$ cat config.mk
export PLATFORM = sky130hd
export DESIGN_NAME = ocx_tlx_xmt_credit_arb_flat
export DESIGN_NICKNAME = d
export VERILOG_FILES = /design/src/rtl/ocx_tlx_xmt_credit_arb_if.sv /design/src/rtl/ocx_tlx_xmt_credit_arb.sv /design/src/flat_wrapper.sv
export SDC_FILE = /design/constraint.sdc
export NUM_CORES = 1
export LEC_CHECK = 0
export ABC_AREA = 1
export CAP_MARGIN = 20
export CORE_UTILIZATION = 32
export CTS_CLUSTER_DIAMETER = 80
export CTS_CLUSTER_SIZE = 40
export DETAILED_ROUTE_END_ITERATION = 6
export GPL_TIMING_DRIVEN = 0
export PLACE_DENSITY = 0.55
export SLEW_MARGIN = 10
export SYNTH_ARGS = -nofsm -noshare
export SYNTH_HDL_FRONTEND = slang
export SYNTH_SLANG_ARGS = --single-unit
$ cat constraint.sdc
create_clock -name tlx_clk -period 7.3 [get_ports tlx_clk]
set_input_delay 1.46 -clock tlx_clk [delete_from_list [all_inputs] [get_ports tlx_clk]]
set_output_delay 1.46 -clock tlx_clk [all_outputs]
set_load 0.01 [all_outputs]
$ cat src/rtl/ocx_tlx_xmt_credit_arb_if.sv
`default_nettype none
// ============================================================================
// Module      : ocx_tlx_xmt_credit_arb_if
// Description : Credit-return, request/grant and credit-status bundle for
//               the TLX transmit credit arbiter.
// Revision    : 1.0 - initial release
// ============================================================================
interface ocx_tlx_xmt_credit_arb_if #(
  parameter int VC_CW  = 8,
  parameter int DCP_CW = 8
);
  logic              arb_enable;
  logic              rcv_xmt_credit_tlx_v;
  logic [3:0]        rcv_xmt_credit_vcx0;
  logic [3:0]        rcv_xmt_credit_vcx3;
  logic [5:0]        rcv_xmt_credit_dcpx0;
  logic [5:0]        rcv_xmt_credit_dcpx3;
  logic              rsp_req;
  logic [1:0]        rsp_dcnt;
  logic              cmd_req;
  logic [1:0]        cmd_dcnt;
  logic              rsp_gnt;
  logic              cmd_gnt;
  logic [VC_CW-1:0]  vc0_credits;
  logic [VC_CW-1:0]  vc3_credits;
  logic [DCP_CW-1:0] dcp0_credits;
  logic [DCP_CW-1:0] dcp3_credits;
  logic              credit_ovf_err;

  modport master (
    output arb_enable, rcv_xmt_credit_tlx_v, rcv_xmt_credit_vcx0,
           rcv_xmt_credit_vcx3, rcv_xmt_credit_dcpx0, rcv_xmt_credit_dcpx3,
           rsp_req, rsp_dcnt, cmd_req, cmd_dcnt,
    input  rsp_gnt, cmd_gnt, vc0_credits, vc3_credits, dcp0_credits,
           dcp3_credits, credit_ovf_err
  );

  modport slave (
    input  arb_enable, rcv_xmt_credit_tlx_v, rcv_xmt_credit_vcx0,
           rcv_xmt_credit_vcx3, rcv_xmt_credit_dcpx0, rcv_xmt_credit_dcpx3,
           rsp_req, rsp_dcnt, cmd_req, cmd_dcnt,
    output rsp_gnt, cmd_gnt, vc0_credits, vc3_credits, dcp0_credits,
           dcp3_credits, credit_ovf_err
  );
endinterface
`default_nettype wire

$ cat src/rtl/ocx_tlx_xmt_credit_arb.sv
`default_nettype none
// ============================================================================
// Module      : ocx_tlx_xmt_credit_arb
// Description : TLX transmit credit tracker and response/command arbiter
//               with starvation guard and saturating credit counters.
// Revision    : 1.0 - initial release
// ============================================================================
module ocx_tlx_xmt_credit_arb #(
  parameter int VC_CW      = 8,
  parameter int DCP_CW     = 8,
  parameter int STARVE_MAX = 8
) (
  input wire logic                 tlx_clk,
  input wire logic                 reset_n,
  ocx_tlx_xmt_credit_arb_if.slave  bus
);

  function automatic logic [2:0] flits(input logic [1:0] dcnt);
    case (dcnt)
      2'b00:   flits = 3'd0;
      2'b01:   flits = 3'd1;
      2'b10:   flits = 3'd2;
      default: flits = 3'd4;
    endcase
  endfunction

  logic [VC_CW-1:0]  r_vc0;
  logic [VC_CW-1:0]  r_vc3;
  logic [DCP_CW-1:0] r_dcp0;
  logic [DCP_CW-1:0] r_dcp3;
  logic [7:0]        r_starve;
  logic              r_ovf;

  logic [2:0]        w_rsp_flits;
  logic [2:0]        w_cmd_flits;
  logic              w_rsp_elig;
  logic              w_cmd_elig;
  logic              w_starve_max;
  logic              w_rsp_gnt;
  logic              w_cmd_gnt;
  logic              w_rv;
  logic [VC_CW:0]    w_vc0_sum;
  logic [VC_CW:0]    w_vc3_sum;
  logic [DCP_CW:0]   w_dcp0_sum;
  logic [DCP_CW:0]   w_dcp3_sum;

  assign w_rsp_flits = flits(bus.rsp_dcnt);
  assign w_cmd_flits = flits(bus.cmd_dcnt);

  // Eligibility uses registered counts only; same-cycle returns are not visible.
  assign w_rsp_elig = bus.rsp_req & (r_vc0 != '0) & (DCP_CW'(w_rsp_flits) <= r_dcp0);
  assign w_cmd_elig = bus.cmd_req & (r_vc3 != '0) & (DCP_CW'(w_cmd_flits) <= r_dcp3);
  assign w_starve_max = (r_starve == 8'(STARVE_MAX));

  assign w_rsp_gnt = reset_n & bus.arb_enable & w_rsp_elig & ~(w_cmd_elig & w_starve_max);
  assign w_cmd_gnt = reset_n & bus.arb_enable & w_cmd_elig & (~w_rsp_elig | w_starve_max);

  assign w_rv = bus.rcv_xmt_credit_tlx_v;

  // One extra bit catches overflow; debit never exceeds the count, so no wrap below zero.
  assign w_vc0_sum  = {1'b0, r_vc0} + (w_rv ? (VC_CW+1)'(bus.rcv_xmt_credit_vcx0) : '0)
                      - (VC_CW+1)'(w_rsp_gnt);
  assign w_vc3_sum  = {1'b0, r_vc3} + (w_rv ? (VC_CW+1)'(bus.rcv_xmt_credit_vcx3) : '0)
                      - (VC_CW+1)'(w_cmd_gnt);
  assign w_dcp0_sum = {1'b0, r_dcp0} + (w_rv ? (DCP_CW+1)'(bus.rcv_xmt_credit_dcpx0) : '0)
                      - (w_rsp_gnt ? (DCP_CW+1)'(w_rsp_flits) : '0);
  assign w_dcp3_sum = {1'b0, r_dcp3} + (w_rv ? (DCP_CW+1)'(bus.rcv_xmt_credit_dcpx3) : '0)
                      - (w_cmd_gnt ? (DCP_CW+1)'(w_cmd_flits) : '0);

  always_ff @(posedge tlx_clk) begin
    if (!reset_n) begin
      r_vc0    <= '0;
      r_vc3    <= '0;
      r_dcp0   <= '0;
      r_dcp3   <= '0;
      r_starve <= '0;
      r_ovf    <= 1'b0;
    end else begin
      r_vc0  <= w_vc0_sum[VC_CW]   ? '1 : w_vc0_sum[VC_CW-1:0];
      r_vc3  <= w_vc3_sum[VC_CW]   ? '1 : w_vc3_sum[VC_CW-1:0];
      r_dcp0 <= w_dcp0_sum[DCP_CW] ? '1 : w_dcp0_sum[DCP_CW-1:0];
      r_dcp3 <= w_dcp3_sum[DCP_CW] ? '1 : w_dcp3_sum[DCP_CW-1:0];
      r_ovf  <= r_ovf | w_vc0_sum[VC_CW] | w_vc3_sum[VC_CW]
                      | w_dcp0_sum[DCP_CW] | w_dcp3_sum[DCP_CW];
      if (w_cmd_gnt) begin
        r_starve <= '0;
      end else if (w_rsp_gnt && w_cmd_elig && !w_starve_max) begin
        r_starve <= r_starve + 8'd1;
      end
    end
  end

  assign bus.rsp_gnt        = w_rsp_gnt;
  assign bus.cmd_gnt        = w_cmd_gnt;
  assign bus.vc0_credits    = r_vc0;
  assign bus.vc3_credits    = r_vc3;
  assign bus.dcp0_credits   = r_dcp0;
  assign bus.dcp3_credits   = r_dcp3;
  assign bus.credit_ovf_err = r_ovf;

endmodule
`default_nettype wire

$ cat src/flat_wrapper.sv
// flat-port wrapper written by rule: the top's interface ports become plain ports
module ocx_tlx_xmt_credit_arb_flat 
#(
  parameter int VC_CW      = 8,
  parameter int DCP_CW     = 8,
  parameter int STARVE_MAX = 8
)
  (tlx_clk, reset_n, bus_arb_enable, bus_rcv_xmt_credit_tlx_v, bus_rcv_xmt_credit_vcx0, bus_rcv_xmt_credit_vcx3, bus_rcv_xmt_credit_dcpx0, bus_rcv_xmt_credit_dcpx3, bus_rsp_req, bus_rsp_dcnt, bus_cmd_req, bus_cmd_dcnt, bus_rsp_gnt, bus_cmd_gnt, bus_vc0_credits, bus_vc3_credits, bus_dcp0_credits, bus_dcp3_credits, bus_credit_ovf_err);
  ocx_tlx_xmt_credit_arb_if #(.VC_CW(VC_CW), .DCP_CW(DCP_CW)) bus_i ();
  input wire logic tlx_clk;
  input wire logic reset_n;
  input wire logic [$bits(bus_i.arb_enable)-1:0] bus_arb_enable;
  input wire logic [$bits(bus_i.rcv_xmt_credit_tlx_v)-1:0] bus_rcv_xmt_credit_tlx_v;
  input wire logic [$bits(bus_i.rcv_xmt_credit_vcx0)-1:0] bus_rcv_xmt_credit_vcx0;
  input wire logic [$bits(bus_i.rcv_xmt_credit_vcx3)-1:0] bus_rcv_xmt_credit_vcx3;
  input wire logic [$bits(bus_i.rcv_xmt_credit_dcpx0)-1:0] bus_rcv_xmt_credit_dcpx0;
  input wire logic [$bits(bus_i.rcv_xmt_credit_dcpx3)-1:0] bus_rcv_xmt_credit_dcpx3;
  input wire logic [$bits(bus_i.rsp_req)-1:0] bus_rsp_req;
  input wire logic [$bits(bus_i.rsp_dcnt)-1:0] bus_rsp_dcnt;
  input wire logic [$bits(bus_i.cmd_req)-1:0] bus_cmd_req;
  input wire logic [$bits(bus_i.cmd_dcnt)-1:0] bus_cmd_dcnt;
  output wire logic [$bits(bus_i.rsp_gnt)-1:0] bus_rsp_gnt;
  output wire logic [$bits(bus_i.cmd_gnt)-1:0] bus_cmd_gnt;
  output wire logic [$bits(bus_i.vc0_credits)-1:0] bus_vc0_credits;
  output wire logic [$bits(bus_i.vc3_credits)-1:0] bus_vc3_credits;
  output wire logic [$bits(bus_i.dcp0_credits)-1:0] bus_dcp0_credits;
  output wire logic [$bits(bus_i.dcp3_credits)-1:0] bus_dcp3_credits;
  output wire logic [$bits(bus_i.credit_ovf_err)-1:0] bus_credit_ovf_err;
  assign bus_i.arb_enable = bus_arb_enable;
  assign bus_i.rcv_xmt_credit_tlx_v = bus_rcv_xmt_credit_tlx_v;
  assign bus_i.rcv_xmt_credit_vcx0 = bus_rcv_xmt_credit_vcx0;
  assign bus_i.rcv_xmt_credit_vcx3 = bus_rcv_xmt_credit_vcx3;
  assign bus_i.rcv_xmt_credit_dcpx0 = bus_rcv_xmt_credit_dcpx0;
  assign bus_i.rcv_xmt_credit_dcpx3 = bus_rcv_xmt_credit_dcpx3;
  assign bus_i.rsp_req = bus_rsp_req;
  assign bus_i.rsp_dcnt = bus_rsp_dcnt;
  assign bus_i.cmd_req = bus_cmd_req;
  assign bus_i.cmd_dcnt = bus_cmd_dcnt;
  assign bus_rsp_gnt = bus_i.rsp_gnt;
  assign bus_cmd_gnt = bus_i.cmd_gnt;
  assign bus_vc0_credits = bus_i.vc0_credits;
  assign bus_vc3_credits = bus_i.vc3_credits;
  assign bus_dcp0_credits = bus_i.dcp0_credits;
  assign bus_dcp3_credits = bus_i.dcp3_credits;
  assign bus_credit_ovf_err = bus_i.credit_ovf_err;
  ocx_tlx_xmt_credit_arb #(.VC_CW(VC_CW), .DCP_CW(DCP_CW), .STARVE_MAX(STARVE_MAX)) u_core (.tlx_clk(tlx_clk), .reset_n(reset_n), .bus(bus_i));
endmodule
==> impl_results.md <==
* Main combinational cell family by area after synthesis: simple AND/OR/NAND/NOR gates
* Period utilization at 72.9%
* Clk root buf: clkbuf_16
* Internal at 1.14 mW
* Area after DPL at 0.00473 mm2
* Die area at 0.0127 mm2
* Clock-pin slew on the worst setup and hold paths at 0.06 ns
* Starting Density at 32.8%
* First-pass GRT wire length at 15.1 mm
* Tmin final at 5.32 ns
* Xor and xnor area share after synthesis at 4.92%
* Synth cell types at 30
* Hold Path Class: reg2reg
* Setup TNS at 0 ns
* Hold Slack at 0.488 ns
* Vias after detailed routing at 3,487
* RSZ-0062 raised after global routing: false
* Grt ovf at 0
* Initial antenna violation count at 0
* Clk buf depth at 2
* Number of setup violations in the final report at 0
* Max_slew headroom at 57.5%
* Power density cells at 461 mW/mm2
* Post-DRT Antenna Nets at 0
* Data required time at the worst endpoint at 5.84 ns
* Syn Nets at 675
* Sequential area share after synthesis at 20.9%
* Worst VDD drop at 0.151 mV
* CTS buffer count at 5
* P&R area growth vs syn at 24.3%
* Drt drc at 0
* I/O pin total at 65
* Post-CTS Hold Fix Bufs at 0
* DRT Pass-1 Iters at 5
* GP Congestion at 0.819
* Final #Nets at 745
* DIE HEIGHT at 113 um
* Worst Setup End Kind: output port
* Layout fillers at 1,260
* Cell Rows at 40
* Avg Cell Area, Syn at 6.82 um2
* PortBufs at 63
* Max-cap violation count at 0
* FMAX at 188 MHz
* Synth Area in Compound Gates at 9.90%
* Most frequent cells in the layout: inv_1 (155), nand2_1 (115), clkdlybuf4s50_1 (63)
* Post-synthesis simple-gate area fraction at 24.6%
* GRT Overall Usage at 14.7%
* #FFs+latches synth at 41
* Combinational power share at 72.8%
* Number of global-route vias before repair at 3,353
* Core area at 0.0120 mm2
* Via/cell ratio at 4.40
* Setup Fix Bufs, Post-CTS at 0
* Die Wd at 113 um
* Synth Area in Adders at 23.9%
* Slew @ Worst Pin at 0.637 ns
* Post-DP HPWL at 7.34 mm
* Area of the multi-input gates at 0.00248 mm2
* Syn Std Cell Area at 0.00392 mm2
* Prevailing post-synth register cell: dfxtp_1
* Max-slew violations at 0
* Leakage power at 2.69 nW
* Largest net degree at the start of global routing at 12
* Number of enable flip-flop cells after synthesis at 0
* Synth Warn # at 0
* Kind of critical path: in2out
* Design area at 0.00487 mm2
* Most common cell after layout, fill and taps aside: inv_1
* Clock skew at 0.00341 ns
* ANT cells at 0
* Crit path launch type: input port
* Mapped Cells at 575
* Routed WL at 8.94 mm
* Status: finished, final reports clean
* H-tree levels at 2
* Sw Ratio at 49.1%
* Seq. cell area at 821 um2
* Later-pin clock latency in the skew report at 0.29 ns
* Fraction of power consumed by the clock network at 9.6%
* Psw at 1.10 mW
* Mux contribution to synthesized area at 0%
* Sequential Power Share at 17.6%
* Worst EP arrival at 3.86 ns
* Layout cell share with drive strength beyond 1 at 4.95%
* Post-CTS resize count at 0
* WL/cell at 11.3 um
* Synth async-reset ratio at 0%
* TritonCTS clock tree: built
* Sink Count at 41
* Final hold violation count at 0
* Initial DRC Count at 134
* Largest fanout on the critical path at 10
==> area by class of cell <==
type,instances,area share (%)
Multi-Input combinational cell,372,51.0
Tap cell,147,3.78
Clock buffer,8,2.80
Inverter,157,12.1
Buffer,5,0.565
Sequential cell,41,16.9
Timing Repair Buffer,63,12.9
==> metrics by stage <==
stage	power, mW	setup slack [ns]	utilization [%]	std cells
final	2.25	1.98	40.7	793
after global routing	2.52	1.82	40.7	793
after CTS	2.27	1.99	40.7	793
after detailed placement	2.04	1.99	39.6	785
after global placement	2.02	2.03	39.6	785
after floorplan	1.58	3.04	-	575
==> cells in the mapped netlist, types with 2 or more instances <==
| library cell | n | area share (%) |
|---|---|---|
| nand3_2 | 3 | 0.77 |
| clkbuf_1 | 4 | 0.38 |
| or2_2 | 3 | 0.48 |
| nand2_4 | 3 | 0.86 |
| a21o_1 | 3 | 0.57 |
| nand2_2 | 9 | 1.4 |
| ha_1 | 62 | 20 |
| nor3_1 | 4 | 0.51 |
| fa_1 | 8 | 4.1 |
| inv_1 | 155 | 15 |
| dfxtp_1 | 41 | 21 |
| o21ai_0 | 17 | 2.2 |
| nor2_4 | 2 | 0.57 |
| a21oi_1 | 32 | 4.1 |
| inv_2 | 2 | 0.19 |
| a31oi_1 | 7 | 1.1 |
| o21bai_1 | 4 | 0.77 |
| nand3b_1 | 2 | 0.38 |
| nand3_1 | 35 | 4.5 |
| nor2_1 | 35 | 3.4 |
| nand2_1 | 115 | 11 |
| xor2_1 | 21 | 4.7 |
==> worst max-delay path, cell delays in order <==
cell             delay [ns]
clkdlybuf4s50_1        0.55
nand2_1                0.10
inv_1                  0.07
ha_1                   0.25
a21oi_1                0.15
nand2_1                0.06
nand2_1                0.11
nand2_2                0.10
nor2_8                 0.20
o21ai_4                0.13
inv_1                  0.12
clkdlybuf4s50_1        0.55
==> power groups by stage <==
stage / sequential (mW) / combinational, mW / clock [mW]
6_report: 0.395 / 1.64 / 0.215
4_1_cts: 0.397 / 1.65 / 0.223
3_3_place_gp: 0.399 / 1.62 / 0
3_5_place_dp: 0.401 / 1.64 / 0
2_1_floorplan: 0.428 / 1.15 / 0
5_1_grt: 0.409 / 1.88 / 0.233
==> registers in the layout, summed over array words and instances (netlist names) <==
register,count
u_core.bus.dcp0_credits,8
u_core.bus.dcp3_credits,8
u_core.bus.vc0_credits,8
u_core.bus.vc3_credits,8
u_core.r_starve,8
u_core.bus.credit_ovf_err,1
==> final timing paths <==
| check | startpoint | endpoint | slack, ns | cells past startpoint |
|---|---|---|---|---|
| max | bus_cmd_dcnt[0] | bus_cmd_gnt | 1.98 | 12 |
| min | u_core.r_starve[6]$_SDFFE_PP0P_ | u_core.r_starve[6]$_SDFFE_PP0P_ | 0.49 | 2 |
| max reg2reg | u_core.bus.dcp3_credits[2]$_SDFF_PN0_ | u_core.bus.dcp3_credits[4]$_SDFF_PN0_ | 3.80 | 21 |
| min reg2reg | u_core.r_starve[6]$_SDFFE_PP0P_ | u_core.r_starve[6]$_SDFFE_PP0P_ | 0.49 | 2 |
==> cells by family (layout without fill, tap and decap cells) <==
| kind of cell | after synthesis | in the layout |
|---|---|---|
| AND/OR/NAND/NOR | 213 | 213 |
| buffers and inverters | 162 | 233 |
| adder cells (fa/ha/maj) | 70 | 70 |
| AO/OA/AOI/OAI | 67 | 67 |
| flip-flops | 41 | 41 |
| XOR/XNOR | 22 | 22 |
==> layer usage <==
| metal | track usage (%) | part of all wire (%) | up-vias |
|---|---|---|---|
| li1 | - | - | 1886 |
| met1 | 18.9 | 47 | 1534 |
| met2 | 25.5 | 48 | 59 |
| met3 | 2.59 | 4.1 | 8 |
| met4 | 3.82 | 1.1 | 0 |
| met5 | 0 | 0 | - |
Power figures use the tool's default switching activity.
